### src/rtl/fifo_sync.sv
// Single-clock synchronous FIFO with registered read data and full/empty flags.
// Define FIFO_SYNC_ERR_FLAGS_EN to add sticky overflow/underflow outputs.
module fifo_sync #(
  parameter int FIFO_DEPTH = 8,
  parameter int DATA_WIDTH = 32
) (
  input  logic                  clk,
  input  logic                  rst_n,
  input  logic                  cs,
  input  logic                  wr_en,
  input  logic                  rd_en,
  input  logic [DATA_WIDTH-1:0] data_in,
  output logic [DATA_WIDTH-1:0] data_out,
  output logic                  empty,
`ifdef FIFO_SYNC_ERR_FLAGS_EN
  output logic                  full,
  output logic                  overflow,
  output logic                  underflow
`else
  output logic                  full
`endif
);

  localparam int AW = $clog2(FIFO_DEPTH);
  localparam int PW = AW + 1;

  logic [DATA_WIDTH-1:0] mem [FIFO_DEPTH];

  logic [PW-1:0]         wr_ptr_q, wr_ptr_d;
  logic [PW-1:0]         rd_ptr_q, rd_ptr_d;
  logic [DATA_WIDTH-1:0] data_out_q, data_out_d;
  logic                  wr_accept, rd_accept;

  // Flags decode straight from the pointers; the MSB is the wrap bit that
  // separates "same slot, nothing stored" from "same slot, every slot stored".
  assign empty = (wr_ptr_q == rd_ptr_q);
  assign full  = (wr_ptr_q[AW-1:0] == rd_ptr_q[AW-1:0]) &&
                 (wr_ptr_q[AW] != rd_ptr_q[AW]);

  assign wr_accept = cs & wr_en & ~full;
  assign rd_accept = cs & rd_en & ~empty;

  always_comb begin
    // NOTE: every variable gets a default first so no path leaves it unassigned (no latch).
    wr_ptr_d   = wr_ptr_q;
    rd_ptr_d   = rd_ptr_q;
    data_out_d = data_out_q;
    if (wr_accept) begin
      wr_ptr_d = wr_ptr_q + PW'(1);
    end
    if (rd_accept) begin
      rd_ptr_d   = rd_ptr_q + PW'(1);
      data_out_d = mem[rd_ptr_q[AW-1:0]];
    end
  end

  // NOTE: sequential state uses non-blocking assignments so every flop samples pre-edge values.
  always_ff @(posedge clk or negedge rst_n) begin
    if (!rst_n) begin
      wr_ptr_q   <= '0;
      rd_ptr_q   <= '0;
      data_out_q <= '0;
    end else begin
      wr_ptr_q   <= wr_ptr_d;
      rd_ptr_q   <= rd_ptr_d;
      data_out_q <= data_out_d;
    end
  end

  // NOTE: storage is deliberately not reset; the pointers alone define which entries are valid.
  always_ff @(posedge clk) begin
    if (wr_accept) begin
      mem[wr_ptr_q[AW-1:0]] <= data_in;
    end
  end

  assign data_out = data_out_q;

`ifdef FIFO_SYNC_ERR_FLAGS_EN
  logic overflow_q, overflow_d;
  logic underflow_q, underflow_d;

  // Sticky until reset: records any rejected access attempt.
  always_comb begin
    overflow_d  = overflow_q  | (cs & wr_en & full);
    underflow_d = underflow_q | (cs & rd_en & empty);
  end

  always_ff @(posedge clk or negedge rst_n) begin
    if (!rst_n) begin
      overflow_q  <= 1'b0;
      underflow_q <= 1'b0;
    end else begin
      overflow_q  <= overflow_d;
      underflow_q <= underflow_d;
    end
  end

  assign overflow  = overflow_q;
  assign underflow = underflow_q;
`endif

endmodule

### config.mk
export PLATFORM = sky130hd
export DESIGN_NAME = fifo_sync
export DESIGN_NICKNAME = d
export VERILOG_FILES = /design/src/rtl/fifo_sync.sv
export SDC_FILE = /design/constraint.sdc
export NUM_CORES = 1
export LEC_CHECK = 0
export ABC_AREA = 1
export BUFFER_PORTS_ARGS = -buffer_cell sky130_fd_sc_hd__buf_2
export CAP_MARGIN = 20
export CORE_MARGIN = 8
export CORE_UTILIZATION = 35
export CTS_CLUSTER_DIAMETER = 200
export DETAILED_ROUTE_END_ITERATION = 12
export GPL_TIMING_DRIVEN = 0
export PLACE_DENSITY = 0.56
export SLEW_MARGIN = 30
export SYNTH_ARGS = -nofsm -noshare
export SYNTH_HDL_FRONTEND = slang
export SYNTH_SLANG_ARGS = --single-unit
### constraint.sdc
create_clock -name clk -period 3.6 [get_ports clk]
set_input_delay 0.18 -clock clk [delete_from_list [all_inputs] [get_ports clk]]
set_output_delay 0.18 -clock clk [all_outputs]
set_load 0.01 [all_outputs]
# [Yosys cells after proc, flatten, opt, wreduce, memory -nomap -nowiden]
# Memories as Yosys holds them, arrays and structs flattened. A register that Yosys moved wholly into a read port is not among the register bits.
# Index checks and enable logic that the tools add are counted.
[totals] reg_bits=8 latch_bits=0 ramBits=256 mem_bits_ro=0 in_bits=37 out_inout_bits=34 wordCells=18 n_memories=1
[memory_table] memory="mem" words=8 word_bits=32 read_ports=1 rd_ports_with_merged_regs=1 write_ports=1 line_no="27" rtl="logic [DATA_WIDTH-1:0] mem [FIFO_DEPTH];"
[op_classes] n_addsub=2 mul=0 div_mod_pow=0 n_lt_le_gt_ge=0 eq_ne=3 shift=0 n_mux=2 n_bitwise=6 reduce_logical=2
[op_table] cell="4-bit by 1-bit adder with 4-bit output (second input constant)" count=2
[op_table] cell="1-bit AND" count=4
[op_table] cell="4-bit == test" count=1
[op_table] cell="3-bit == test" count=1
[op_table] cell="1-bit two-way mux" count=2
[op_table] cell="1-bit NOT" count=2
[op_table] cell="1-bit logical AND" count=1
[op_table] cell="1-bit logical NOT" count=1
[op_table] cell="1-bit inequality test" count=1

# [Depth between registers and ports, before layout]
[logic_depth] ltp_word=6 mapped_depth=11 depth_no_buf=9

# [Least setup slack after synthesis]
# Ideal clock, no wire load.
[synth_timing] path_type="reg2reg" from="reg wr_ptr_q[2]" to="mem mem[2][0] (enable)" setup_time_ns=0.421 arrival_time_ns=2.366 required_time_ns=3.179 setup_slack_ns=0.813 path_stages_with_launch=7 path_buffers=1 period_less_slack_ns=2.787 cell_sequence="dfrtp_1 > buf_4 > nand2_1 > nand2_2 > nand4_1 > nand3_1 > nor2_1"
[synth_between] elab_chain_len=6
[synth_lines] item="start, declared" line_no="29" rtl="logic [PW-1:0] wr_ptr_q, wr_ptr_d;"
[synth_lines] item="start signal, assigned" line_no="64" rtl="wr_ptr_q <= wr_ptr_d;"
[synth_lines] item="3-bit == test" line_no="37" rtl="assign full = (wr_ptr_q[AW-1:0] == rd_ptr_q[AW-1:0]) &&"
[synth_lines] item="1-bit logical AND" line_no="37"
[synth_lines] item="1-bit NOT" line_no="40" rtl="assign wr_accept = cs & wr_en & ~full;"
[synth_lines] item="1-bit AND" line_no="40"
[synth_lines] item="1-bit two-way mux" line_no="72" rtl="if (wr_accept) begin"
[synth_lines] item="1-bit two-way mux (not written as such)" line_no="73" rtl="mem[wr_ptr_q[AW-1:0]] <= data_in;"
[synth_lines] item="end, declared" line_no="27"
# Parallel ways exist; a longest one is shown, timed or not.

# [Final worst setup path]
[layout_timing] from="reg wr_ptr_q[0]" to="mem mem[2][2] (enable)"
# The elaborated chain is that of the path after synthesis.

==> results.json <==
{
  "outcome": "finished clean",
  "fin_skew_ns": 0.00771,
  "internal-power_mw": 7.35,
  "cts_resized": 0,
  "clk_pin_slew_ns": 0.06,
  "clock_sinks": 296,
  "ys_top_cells_by_area": "edfxtp_1, nand2_1, dfrtp_1",
  "synth_top_family_by_area": "simple AND/OR/NAND/NOR gates",
  "leakage_nw": 7.41,
  "drt-vias-per-instance": 4.40,
  "fill_cells": 3485,
  "yosys_warnings": 0,
  "drtIter0Drc": 497,
  "synth_adder_area_share": 0.00191,
  "p_comb_frac": 0.349,
  "muxShareOfSynthArea": 0,
  "overflow": 0,
  "synth_edf_count": 256,
  "r2r_cells": 7,
  "cp.required_ns": 3.85,
  "die_w_um": 209,
  "clk_path_buf_depth": 3,
  "worst-path-buf-inv": 2,
  "grtUsageMet3": 0.0215,
  "peakVddDrop_v": 0.000393,
  "setup_viol": 0,
  "p_total_mw": 11.5,
  "grt.busiest_layer": "met2",
  "p_clk_frac": 0.276,
  "yosys.area_share.simple": 0.224,
  "gp_congestion": 0.751,
  "grt_pass1_vias": 8801,
  "power_density_nw_per_um2": 725,
  "grt_usage": 0.149,
  "cts_tree": "yes",
  "power.share.sequential": 0.375,
  "grt_pass1_wl_mm": 50.8,
  "r2r_end": "mem[2][2]",
  "h-tree-depth": 1,
  "hold_viol_final": 0,
  "finalNonFillerCells": 1988,
  "synth_common_cells": "nand2_1, inv_1, edfxtp_1",
  "synth-seq-cells": 296,
  "drv_slew": 0,
  "finalCriticalPeriod_ns": 2.53,
  "cap_violations": 0,
  "cts_post_setup_buffers_inserted": 0,
  "worst_slew_pin_slew_ns": 0.752,
  "slew_headroom": 0.499,
  "crit_slowest_cell": "nor2_4",
  "synth_top_area_frac": 0.587,
  "antenna_cells": 0,
  "fin_nets": 1528,
  "grtUsageMet2": 0.253,
  "dp_slack_ns": 1.10,
  "synth_nets": 1378,
  "synth_top_area_cell": "edfxtp_1",
  "period_share": 0.703,
  "synth_most_common_cell": "nand2_1",
  "async_reset_ff_frac": 0.135,
  "placementRows": 71,
  "drc_errors": 0,
  "reg2reg_from": "wr_ptr_q[0]",
  "grt_start_max_net_pins": 41,
  "wl_per_cell_um": 16.3,
  "synth_cell_types": 22,
  "cpPeakStageDelay_ns": 0.60,
  "cts.hold.buffers_added": 33,
  "max_freq_mhz": 395,
  "r2r_slack_ns": 1.07,
  "rsz0062_at_grt": "no",
  "synth_cells": 1339,
  "hp-class": "input pin to flip-flop",
  "finalWorstSetupSlack_ns": 1.07,
  "dp_hpwl_mm": 21.8,
  "final_util": 0.424,
  "setup-tns-final_ns": 0,
  "die-area_um2": 43800,
  "cp_cell_sequence": "inv_2, nand2_1, nand2_2, nand4_1, nand3_1, nor2_4, buf_16",
  "synth_xor_area_frac": 0.00335,
  "net-switching-power_mw": 4.10,
  "synth_compound_area_frac": 0,
  "detail_route.first_pass.iterations": 4,
  "setup.worst_path.start": "wr_ptr_q[0]",
  "multi_input_area_um2": 3060,
  "grt_use_met1": 0.197,
  "critical_path_class": "flip-flop to flip-flop",
  "min_to": "data_out[7]",
  "cts_buffers": 31,
  "critPathTopFamily": "simple AND/OR/NAND/NOR gates",
  "start_util": 0.352,
  "synthFlopType": "edfxtp_1",
  "ant_nets": 0,
  "drt_wl_total_mm": 32.5,
  "avgSynthCellArea_um2": 9.78,
  "endpoint_kind": "flip-flop",
  "antenna_found_initial": 1,
  "die_h_um": 209,
  "cp_data_arrival_time_ns": 2.78,
  "pin_count": 71,
  "p_sw_frac": 0.358,
  "core-area_um2": 37200,
  "synth_area_um2": 13100,
  "seq_area_um2": 8690,
  "hold_depth": 5,
  "cp_num_cells": 7,
  "layout-drive-gt1-share": 0.145,
  "crit_fanout": 18,
  "numPortBuffers": 70,
  "hp-start": "rd_en",
  "start_kind": "flip-flop",
  "area_growth_pct": 20.7,
  "vias": 8749,
  "root_buffer": "clkbuf_16",
  "dp_cells": 1897,
  "insertion_delay_ns": 0.55,
  "yosysSeqAreaShare": 0.664
}
state kept, by name, summed over array words and instances (netlist names):
signal,count
wr_ptr_q,4
rd_ptr_q,4
mem,256
data_out,32
cell usage in the layout, fill, tap and decap left out, types with 3 or more instances in the layout:
master and count:
nand2_1 535, inv_1 263, edfxtp_1 256, nand3_1 140, buf_2 86, dfrtp_1 40
dlygate4sd3_1 33, clkbuf_16 31, buf_4 27, nand2_2 17, clkbuf_1 15, buf_16 11
nor2_4 10, clkbuf_8 8, buf_6 7, inv_2 5, clkinv_2 5, xor2_1 4
clkinv_1 3, buf_8 3
through the flow:
step,hold slack (ns),area [µm²]
detailed placement,0.246,14400
CTS,0.0863,15800
global route,0.116,15800
finish,0.0935,15800
global placement,0.441,14000
floorplan,-0.116,13100
cell type report:
| cell class | count | share of cell area |
|---|---|---|
| Inverter | 269 | 0.0641 |
| Tap cell | 474 | 0.0375 |
| Timing Repair Buffer | 117 | 0.0653 |
| Buffer | 59 | 0.0249 |
| Clock inverter | 12 | 0.00713 |
| Multi-Input combinational cell | 715 | 0.193 |
| Sequential cell | 296 | 0.550 |
| Clock buffer | 46 | 0.0577 |
per-layer routing:
metal / routed length [µm] / part of all wire
met3: 1620 / 0.050
met2: 15500 / 0.48
met5: 13 / 0.00040
met1: 14800 / 0.45
met4: 643 / 0.020
how the worst max path moves through the flow:
stage,endpoint
detailed placement,mem[2][23]
CTS,mem[2][2]
global placement,mem[3][22]
global route,mem[2][2]
floorplan,mem[2][0]
finish,mem[2][2]
worst register-to-register path: cells and delay by family (launching register included):
kind / cells / cell delay (ns)
AND/OR/NAND/NOR: 5 / 1.34
flip-flops: 1 / 0.54
buffers and inverters: 2 / 0.35
power by group through the flow:
stage / logic, mW / registers (mW) / clock network (mW)
6_report: 3.99 / 4.30 / 3.16
5_1_grt: 4.48 / 4.34 / 3.37
4_1_cts: 4.06 / 4.30 / 3.23
3_5_place_dp: 4.02 / 4.37 / 0
3_3_place_gp: 3.85 / 4.38 / 0
2_1_floorplan: 2.48 / 4.44 / 0
kinds of logic after synthesis:
group	after synthesis
xor+xnor	5
flops	296
simple gates	708
buf+inv	328
fa+ha+maj	2
Note: power is estimated with default switching activity, not from simulation.
